[src/rtl/alpaca_ospfb_utils_pkg.sv]
// Shared OSPFB constants and types: frame geometry, phase-state count, read FSM states.
package alpaca_ospfb_utils_pkg;

  localparam int WIDTH   = 16;
  localparam int FFT_LEN = 64;
  localparam int DEC_FAC = 48;

  localparam int ADDR_W = $clog2(FFT_LEN);

  function automatic int gcd(input int a, input int b);
    int x, y, t;
    x = a;
    y = b;
    while (y != 0) begin
      t = y;
      y = x % y;
      x = t;
    end
    return x;
  endfunction

  // Number of distinct rotation offsets before the shift sequence repeats.
  localparam int NUM_PHASE_STATES = FFT_LEN / gcd(FFT_LEN, DEC_FAC);

  typedef enum logic [1:0] {
    IDLE   = 2'd0,
    PRIME  = 2'd1,
    STREAM = 2'd2
  } rd_state_t;

endpackage

[src/rtl/phasecomp_buffer_if.sv]
// Sample stream interface; master drives data/valid/last, slave drives ready.
interface phasecomp_buffer_if #(
  parameter int WIDTH = 16
);
  logic [WIDTH-1:0] tdata;
  logic             tvalid;
  logic             tready;
  logic             tlast;

  modport master (output tdata, output tvalid, output tlast, input tready);
  modport slave  (input tdata, input tvalid, output tready);
endinterface

[src/rtl/phasecomp_buffer_bank.sv]
// Two-bank sample store: simple dual-port RAM, bank bit is the address MSB, 1-cycle registered read.
module phasecomp_bank #(
  parameter int WIDTH = 16,
  parameter int AW    = 7
) (
  input  logic             clk,
  input  logic             rst,
  input  logic             wr_en,
  input  logic [AW-1:0]    wr_addr,
  input  logic [WIDTH-1:0] wr_data,
  input  logic             rd_en,
  input  logic [AW-1:0]    rd_addr,
  output logic [WIDTH-1:0] rd_data
);
  logic [WIDTH-1:0] mem [2**AW];

  always_ff @(posedge clk) begin
    if (wr_en) mem[wr_addr] <= wr_data;
  end

  // The reader may prime a bank in the very cycle its last sample lands,
  // so a same-address collision returns the incoming word.
  always_ff @(posedge clk) begin
    if (!rst)
      rd_data <= '0;
    else if (rd_en)
      rd_data <= (wr_en && (wr_addr == rd_addr)) ? wr_data : mem[rd_addr];
  end
endmodule

[src/rtl/phasecomp_buffer.sv]
// Ping-pong phase-compensation buffer: frames are written rotated by a rolling offset and read out in order.
// Optional PHASECOMP_BYPASS_EN adds a per-frame 'bypass' input that writes a frame unrotated.
module phasecomp_buffer
  import alpaca_ospfb_utils_pkg::*;
(
  input  logic               clk,
  input  logic               rst,
`ifdef PHASECOMP_BYPASS_EN
  input  logic               bypass,
`endif
  phasecomp_buffer_if.slave  s_axis,
  phasecomp_buffer_if.master m_axis
);
  localparam int                DEC_MOD    = DEC_FAC % FFT_LEN;
  localparam logic [ADDR_W-1:0] SHIFT_STEP = ADDR_W'(DEC_MOD);
  localparam logic [ADDR_W-1:0] LAST_ADDR  = ADDR_W'(FFT_LEN - 1);

  logic [1:0]        full, full_nxt;
  logic              wr_bank;
  logic [ADDR_W-1:0] wr_idx, shift, wr_off, wr_slot;
  logic              wr_en, wr_wrap;

  rd_state_t         state, state_nxt;
  logic              rd_bank, rd_bank_nxt;
  logic [ADDR_W-1:0] rd_ptr, rd_ptr_nxt;
  logic              rd_en, rd_clear, other_full;

  // ---------------- write side ----------------
  assign s_axis.tready = rst & ~full[wr_bank];
  assign wr_en         = s_axis.tvalid & s_axis.tready;
  assign wr_wrap       = wr_en & (wr_idx == LAST_ADDR);

`ifdef PHASECOMP_BYPASS_EN
  logic byp_q, byp_cur;
  // First sample of a frame sees the live input; the rest use the latched choice.
  assign byp_cur = (wr_idx == '0) ? bypass : byp_q;
  assign wr_off  = byp_cur ? '0 : shift;

  always_ff @(posedge clk) begin
    if (!rst)
      byp_q <= 1'b0;
    else if (wr_en && (wr_idx == '0))
      byp_q <= bypass;
  end
`else
  assign wr_off = shift;
`endif

  assign wr_slot = wr_idx + wr_off;

  always_ff @(posedge clk) begin
    if (!rst) begin
      wr_bank <= 1'b0;
      wr_idx  <= '0;
      shift   <= '0;
    end else if (wr_en) begin
      wr_idx <= wr_idx + ADDR_W'(1);
      if (wr_wrap) begin
        wr_bank <= ~wr_bank;
        shift   <= shift + SHIFT_STEP;
      end
    end
  end

  // Writer only ever sets a bank that is empty and the reader only clears a full one,
  // so the two updates never target the same bit.
  always_comb begin
    full_nxt = full;
    if (rd_clear) full_nxt[rd_bank] = 1'b0;
    if (wr_wrap)  full_nxt[wr_bank] = 1'b1;
  end

  always_ff @(posedge clk) begin
    if (!rst) full <= '0;
    else      full <= full_nxt;
  end

  // ---------------- read side ----------------
  // Lookahead on the other bank keeps frames back-to-back when it fills on the tlast cycle.
  assign other_full = full[~rd_bank] | (wr_wrap & (wr_bank != rd_bank));

  always_comb begin
    state_nxt   = state;
    rd_bank_nxt = rd_bank;
    rd_ptr_nxt  = rd_ptr;
    rd_en       = 1'b0;
    rd_clear    = 1'b0;
    case (state)
      IDLE: begin
        if (full[rd_bank]) state_nxt = PRIME;
      end
      PRIME: begin
        rd_en      = 1'b1;
        rd_ptr_nxt = '0;
        state_nxt  = STREAM;
      end
      STREAM: begin
        if (m_axis.tready) begin
          if (rd_ptr == LAST_ADDR) begin
            rd_clear    = 1'b1;
            rd_bank_nxt = ~rd_bank;
            rd_ptr_nxt  = '0;
            if (other_full) rd_en     = 1'b1;
            else            state_nxt = IDLE;
          end else begin
            rd_en      = 1'b1;
            rd_ptr_nxt = rd_ptr + ADDR_W'(1);
          end
        end
      end
      default: state_nxt = IDLE;
    endcase
  end

  always_ff @(posedge clk) begin
    if (!rst) begin
      state   <= IDLE;
      rd_bank <= 1'b0;
      rd_ptr  <= '0;
    end else begin
      state   <= state_nxt;
      rd_bank <= rd_bank_nxt;
      rd_ptr  <= rd_ptr_nxt;
    end
  end

  assign m_axis.tvalid = (state == STREAM);
  assign m_axis.tlast  = (state == STREAM) && (rd_ptr == LAST_ADDR);

  phasecomp_bank #(
    .WIDTH (WIDTH),
    .AW    (ADDR_W + 1)
  ) u_bank (
    .clk     (clk),
    .rst     (rst),
    .wr_en   (wr_en),
    .wr_addr ({wr_bank, wr_slot}),
    .wr_data (s_axis.tdata),
    .rd_en   (rd_en),
    .rd_addr ({rd_bank_nxt, rd_ptr_nxt}),
    .rd_data (m_axis.tdata)
  );
endmodule

[src/flat_wrapper.sv]
// flat-port wrapper written by rule: the top's interface ports become plain ports
module phasecomp_buffer_flat import alpaca_ospfb_utils_pkg::*;
  (clk, rst, s_axis_tdata, s_axis_tvalid, s_axis_tready, m_axis_tdata, m_axis_tvalid, m_axis_tlast, m_axis_tready);
  phasecomp_buffer_if #(.WIDTH(WIDTH)) s_axis_i ();
  phasecomp_buffer_if #(.WIDTH(WIDTH)) m_axis_i ();
  input  logic clk;
  input  logic rst;
  input wire logic [$bits(s_axis_i.tdata)-1:0] s_axis_tdata;
  input wire logic [$bits(s_axis_i.tvalid)-1:0] s_axis_tvalid;
  output wire logic [$bits(s_axis_i.tready)-1:0] s_axis_tready;
  output wire logic [$bits(m_axis_i.tdata)-1:0] m_axis_tdata;
  output wire logic [$bits(m_axis_i.tvalid)-1:0] m_axis_tvalid;
  output wire logic [$bits(m_axis_i.tlast)-1:0] m_axis_tlast;
  input wire logic [$bits(m_axis_i.tready)-1:0] m_axis_tready;
  assign s_axis_i.tdata = s_axis_tdata;
  assign s_axis_i.tvalid = s_axis_tvalid;
  assign s_axis_tready = s_axis_i.tready;
  assign m_axis_tdata = m_axis_i.tdata;
  assign m_axis_tvalid = m_axis_i.tvalid;
  assign m_axis_tlast = m_axis_i.tlast;
  assign m_axis_i.tready = m_axis_tready;
  phasecomp_buffer u_core (.clk(clk), .rst(rst), .s_axis(s_axis_i), .m_axis(m_axis_i));
endmodule
[config.mk]
export PLATFORM = sky130hd
export DESIGN_NAME = phasecomp_buffer_flat
export DESIGN_NICKNAME = d
export VERILOG_FILES = /design/src/rtl/alpaca_ospfb_utils_pkg.sv /design/src/rtl/phasecomp_buffer_if.sv /design/src/rtl/phasecomp_buffer_bank.sv /design/src/rtl/phasecomp_buffer.sv /design/src/flat_wrapper.sv
export SDC_FILE = /design/constraint.sdc
export NUM_CORES = 2
export LEC_CHECK = 0
export ABC_AREA = 0
export CAP_MARGIN = 20
export CORE_ASPECT_RATIO = 0.75
export CORE_MARGIN = 2
export CORE_UTILIZATION = 35
export CTS_CLUSTER_SIZE = 30
export DETAILED_ROUTE_END_ITERATION = 12
export GPL_ROUTABILITY_DRIVEN = 0
export PLACE_DENSITY = 0.45
export SLEW_MARGIN = 15
export SYNTH_ARGS = -nofsm -noshare
export SYNTH_HDL_FRONTEND = slang
export SYNTH_SLANG_ARGS = --single-unit
[constraint.sdc]
create_clock -name clk -period 4.2 [get_ports clk]
set_input_delay 0.63 -clock clk [delete_from_list [all_inputs] [get_ports clk]]
set_output_delay 0.63 -clock clk [all_outputs]
set_load 0.005 [all_outputs]
# After elaboration in Yosys (flattened, before gate mapping)
# Memory sizes are Yosys's and may differ from the RTL's. A register that Yosys moved wholly into a read port is not among the register bits.
# Cells that the tools add are included.
# classes
n_addsub	4
n_mul	0
div	0
order_cmp	5
eq_ne	9
n_shift	0
mux	32
bitwise_logic	11
n_reduce_logical	7
# op_table
cell	count
$mux W1	19
$add A6 B1 Y6 const B	2
$eq A6 B6 Y1 const B	2
$mux W2	6
$mux W6	2
$pmux W6 S2	1
$add A6 B6 Y6	1
$add A6 B6 Y6 const B	1
$lt A1 B2 Y1 const B	3
$ne A2 B1 Y1 const B	3
$pmux W2 S3	1
$and A1 B1 Y1	4
$reduce_and A4 Y1	1
$logic_and A1 B1 Y1	3
$not A1 Y1	3
$and A2 B2 Y2	1
$demux W1 S1	2
$eq A2 B1 Y1 const B	1
$eq A2 B2 Y1 const B	1
$ge A1 B1 Y1 const B	2
$logic_not A2 Y1	1
$ne A2 B2 Y1 const B	1
$not A2 Y2	1
$or A2 B2 Y2	1
5 further kinds	5
# word_totals
register_bits	24
latch_bits	0
ramBits	2048
rom_bits	0
output_inout_bits	19
mem_count	1
# memory_table
memory	words	word_bits	rd	rd_ports_with_merged_regs	write_ports	line_no	rtl
u_core.u_bank.mem	128	16	1	1	1	phasecomp_buffer_bank.sv:15	logic [WIDTH-1:0] mem [2**AW];

# Longest topological paths before layout
# logic_depth
word_depth	12
depth_mapped	17
depth_no_buf	12

# Cells and area by module
# From an unflattened synthesis, not the netlist that was laid out.
# unflattened
cells_unflattened	3934
area_unflattened_um2	81024.0
# by_module_without_submodules
module	instances	cells_each	area_each_um2	seq_area_each_um2
phasecomp_bank	1	3795	79792.8	61819.3
phasecomp_buffer	1	139	1231.2	400.4

# Worst setup path before layout
# No wires, ideal clock.
# synth_path
path_type	flip-flop to flip-flop
startpoint	reg u_core.state[0]
endpoint	reg u_core.u_bank.rd_data[9], read port of u_core.u_bank.mem
arrival_ps	2783
required_time_ps	4076
setup_slack_ps	1293
path_stages_with_launch	15
n_path_buf	4
synth_period_minus_slack_ps	2907
cell_sequence	dfxtp_1 -> inv_1 -> ha_1 -> buf_6 -> nand3_1 -> a2bb2oi_1 -> o21a_1 -> buf_6 -> buf_4 -> clkbuf_1 -> o221ai_1 -> a32oi_1 -> o32ai_1 -> a21oi_1 -> o31ai_1
# synth_between
elab_chain_cells	2
word_cells_on_any_way	5
# synth_lines
item	line_no	rtl
start, declared	phasecomp_buffer.sv:23	rd_state_t state, state_nxt;
start signal, assigned	phasecomp_buffer.sv:121	state <= state_nxt;
$eq A2 B2 Y1 / $eq A2 B1 Y1 (equally long branches)	phasecomp_buffer.sv:88	case (state)
$pmux W6 S2 (tied with other cells)	phasecomp_buffer.sv:88	
end, declared	phasecomp_buffer_bank.sv:13	output logic [WIDTH-1:0] rd_data
# Several ways; a longest one is shown, not always the timed one.
# A chain may end at the register's enable or synchronous reset.

# Final worst setup path
# layout_path
startpoint	reg u_core.state[0]
endpoint	reg u_core.u_bank.rd_data[5], read port of u_core.u_bank.mem
# The elaborated chain is that of the path after synthesis.

==> flow_metrics.tcl <==
set metrics [dict create \
    run_status "completed" \
    hp-class "input pin to flip-flop" \
    period_needed_ns 4.04 \
    hold_start "s_axis_tdata[15]" \
    post_drt_via_cell_ratio 5.41 \
    final_cell_count_no_fill 10400 \
    clkTransAtPathRegs_ns 0.06 \
    regToRegStartpoint "u_core.state[0]" \
    initial_core_util_pct 35.2 \
    initialDrtViolationCount 6368 \
    grtUsageTotal_pct 23.8 \
    ys_seq_elements 2084 \
    clock_insertion_delay_worst_skew_ns 0.91 \
    final_net_count 7087 \
    cts.path.max_buffers 4 \
    avgRoutedWirePerCell_um 28.4 \
    multi_input_area_mm2 0.0197 \
    core_area_mm2 0.238 \
    slew_viol_final 0 \
    final-seq-area_mm2 0.0622 \
    timing.critical_path.fanout_max 15 \
    post-synth-top-count-cell "sky130_fd_sc_hd__edfxtp_1" \
    ctsHoldBuffers 0 \
    dpl_cell_area_mm2 0.0944 \
    detailedPlace.worstSlack_ns -0.312 \
    area_of_the_die_mm2 0.244 \
    die_width_um 569 \
    power.share.combinational_pct 1.4 \
    tritoncts_clock_tree "built" \
    startpoint_type "flip-flop" \
    rows 155 \
    synth_ff_type "sky130_fd_sc_hd__edfxtp_1" \
    mappedNetlistNets 6340 \
    layout.cell_area.non_filler_mm2 0.101 \
    rsz0062_at_grt "false" \
    p_per_area_mw_per_mm2 417 \
    worst_hold_slack_ns 0.240 \
    register_to_register_setup_slack_ns 0.16 \
    firstDrtPassIters 8 \
    cts.sinks 2084 \
    fmax_mhz 248 \
    async_flop_share_pct 0 \
    cts_buffers 218 \
    p_clk_share_pct 44.4 \
    route.vias.total 56100 \
    worst-slew-pin-transition_ns 1.00 \
    worst_hold_path.endpoint "u_core.u_bank.mem[99][15]" \
    area_overhead_vs_synth_pct 20.6 \
    setup_ws_ns 0.162 \
    power_frac_seq_pct 54.2 \
    synth.cell_area_mm2 0.0839 \
    post_route_cells_drive_above_1_share_pct 18.4 \
    cp_data_arrival_time_ns 4.81 \
    cts_max_level 4 \
    clock-root-buffer "sky130_fd_sc_hd__clkbuf_16" \
    top_level_ports 39 \
    antenna_violating_nets_remaining 0 \
    skew_ns 0.0507 \
    number_of_enable_type_register_cells_in_the_synthesized_netlist 2048 \
    synth.top_cell.area_share_pct 73.3 \
    final-hold-violation-count 0 \
    relSlewSlack_pct 33.0 \
    fraction_of_the_yosys_area_taken_by_sequential_cells_pct 74.2 \
    worstSetupPathType "flip-flop to flip-flop" \
    grt_first_pass_wirelength_um 417000 \
    timing.final.crit_share_pct 96.1 \
    syn-instance-count 6313 \
    grt_max_degree 83 \
    port-buffer-count 38 \
    yosys.cell_types.count 85 \
    yosysWarnings 0 \
    count_of_endpoints_failing_setup_in_the_final_report 0 \
    synthDominantAreaCellType "sky130_fd_sc_hd__edfxtp_1" \
    timing.rr.end "u_core.u_bank.rd_data[5]" \
    first_global_vias 53500 \
    hold_path_depth 1 \
    n_fill_cell 22100 \
    floorplan.die.height_um 428 \
    netlist_top_cells_area "sky130_fd_sc_hd__edfxtp_1 73%, sky130_fd_sc_hd__nand2_1 7.8%, sky130_fd_sc_hd__nand3_1 3.3%" \
    drv.max_cap_violation_count 0 \
    synthTopCellsByCount "2048 x sky130_fd_sc_hd__edfxtp_1, 1735 x sky130_fd_sc_hd__nand2_1, 558 x sky130_fd_sc_hd__nand3_1" \
    detailedPlacementHpwl_um 194000 \
    grt_antenna_before_repair 19 \
    netSwitchingPower_mw 8.81 \
    required_ns 4.97 \
    cell_depth_of_the_worst_flop_to_flop_path 14 \
    power.leakage_nw 35.8 \
    syn-mean-instance-area_um2 13.3 \
    crit_path_end_kind "flip-flop" \
    gr_overflow_total 0 \
    switching_share_pct 20.9 \
    drt_wl_total_um 295000 \
    irDropWorstVdd_mv 0.308 \
    placedCellCount 9976 \
    remaining_routing_drc_violations 0 \
    internal_power_mw 33.4 \
]
[layout make-up]
| cell class | instances | area share, % |
|---|---|---|
| antenna | 7 | 0.0173 |
| clock buffer | 266 | 5.59 |
| clock inverter | 118 | 0.977 |
| inverter | 8 | 0.0322 |
| multi-input combinational | 3813 | 19.5 |
| sequential | 2084 | 61.5 |
| tap | 3140 | 3.88 |
| timing repair buffer | 935 | 8.51 |
[critical path: stages, from the launching register on]
cell and delay, ns:
sky130_fd_sc_hd__dfxtp_1 0.40, sky130_fd_sc_hd__inv_1 0.08, sky130_fd_sc_hd__ha_2 0.47, sky130_fd_sc_hd__nand4_1 0.25
sky130_fd_sc_hd__o21a_1 0.29, sky130_fd_sc_hd__o21ai_4 0.37, sky130_fd_sc_hd__buf_4 0.30, sky130_fd_sc_hd__buf_12 0.18
sky130_fd_sc_hd__and3_1 0.16, sky130_fd_sc_hd__a311oi_1 0.05, sky130_fd_sc_hd__a311oi_1 0.31, sky130_fd_sc_hd__o21ai_0 0.23
sky130_fd_sc_hd__buf_4 0.22, sky130_fd_sc_hd__a221oi_2 0.45, sky130_fd_sc_hd__a211oi_1 0.11
[power groups by stage]
stage                     Clock, mW  Combinational (mW)  Sequential [mW]
after CTS                      19.1               0.609             22.8
after global placement            0               0.598             23.3
after detailed placement          0               0.609             23.3
final                          18.7               0.605             22.8
after global routing           19.9               0.637             22.8
after floorplan                   0              0.0533             23.3
[placed cells by master, fill, tap and decap left out, types with 13 or more instances in the layout]
| cell | count |
|---|---|
| sky130_fd_sc_hd__clkinv_2 | 37 |
| sky130_fd_sc_hd__dfxtp_1 | 36 |
| sky130_fd_sc_hd__a211oi_1 | 67 |
| sky130_fd_sc_hd__a22oi_1 | 46 |
| sky130_fd_sc_hd__o221ai_1 | 14 |
| sky130_fd_sc_hd__edfxtp_1 | 2048 |
| sky130_fd_sc_hd__a311oi_1 | 79 |
| sky130_fd_sc_hd__clkbuf_1 | 47 |
| sky130_fd_sc_hd__buf_4 | 787 |
| sky130_fd_sc_hd__nor2_2 | 56 |
| sky130_fd_sc_hd__o21ai_0 | 105 |
| sky130_fd_sc_hd__nor2_1 | 147 |
| sky130_fd_sc_hd__and3_1 | 103 |
| sky130_fd_sc_hd__nand2_1 | 1735 |
| sky130_fd_sc_hd__or3_1 | 13 |
| sky130_fd_sc_hd__buf_12 | 122 |
| sky130_fd_sc_hd__clkinv_1 | 51 |
| sky130_fd_sc_hd__nand4_1 | 18 |
| sky130_fd_sc_hd__mux2i_1 | 136 |
| sky130_fd_sc_hd__clkbuf_16 | 219 |
| sky130_fd_sc_hd__a21oi_1 | 278 |
| sky130_fd_sc_hd__o22ai_1 | 53 |
| sky130_fd_sc_hd__a31oi_1 | 81 |
| sky130_fd_sc_hd__nor4_1 | 26 |
| sky130_fd_sc_hd__clkdlybuf4s50_1 | 22 |
| sky130_fd_sc_hd__nand3_1 | 554 |
| sky130_fd_sc_hd__bufinv_16 | 15 |
| sky130_fd_sc_hd__nor3_1 | 83 |
[flip-flops by register name, indices dropped and copies added (netlist names)]
name                   cells
u_core.u_bank.mem       2048
u_core.rd_bank             1
u_core.state               2
u_core.wr_bank             1
u_core.u_bank.rd_data     16
u_core.full                2
u_core.wr_idx              6
u_core.shift               2
u_core.rd_ptr              6
[stage by stage]
stage	power, mW	TNS (ns)	util [%]
final	42.2	0	42.5
after global placement	23.9	-2.35	39.6
after global routing	43.3	0	42.5
after CTS	42.5	0	42.4
after detailed placement	23.9	-1.47	39.6
after floorplan	23.3	0	-
[kinds of logic (layout without fill, tap and decap cells)]
group,count (synthesis),count (layout),share of synthesized area (%)
mux,160,160,2.12
simple gates,2785,2785,14.1
fa+ha+maj,7,7,0.104
xor+xnor,17,17,0.178
compound gates,844,844,6.55
flops,2084,2084,74.2
other cells,0,7,0
buf+inv,416,1327,2.72
[what timing repair did]
action,in CTS,in global routing
gates resized for setup,4,10
buffers inserted,4,0
pin swaps,1,0
setup endpoints to repair,4,11
endpoints found under the hold margin,0,0
[layer usage]
metal / track usage, % / share of wire [%] / wire length [um] / vias to the layer above
met5: 0 / 0.0024 / 7 / -
met4: 5.86 / 2.5 / 7340 / 2
met3: 4.07 / 7.2 / 21300 / 330
met2: 35.5 / 44 / 129000 / 1988
met1: 35.9 / 47 / 137000 / 28800
li1: - / - / - / 24900
[worst max path at each step]
stage / startpoint / end / slack, ns / depth (start not counted)
3_3_place_gp: m_axis_tready / u_core.u_bank.rd_data[1] / -0.85 / 16
5_1_grt: u_core.state[0] / u_core.u_bank.rd_data[2] / 0.02 / 16
6_report: u_core.state[0] / u_core.u_bank.rd_data[5] / 0.16 / 14
2_1_floorplan: u_core.state[0] / u_core.u_bank.rd_data[9] / 1.29 / 14
3_5_place_dp: m_axis_tready / u_core.u_bank.rd_data[9] / -0.31 / 16
4_1_cts: u_core.state[0] / u_core.u_bank.rd_data[2] / 0.01 / 16
(Power assumes the default switching activity.)
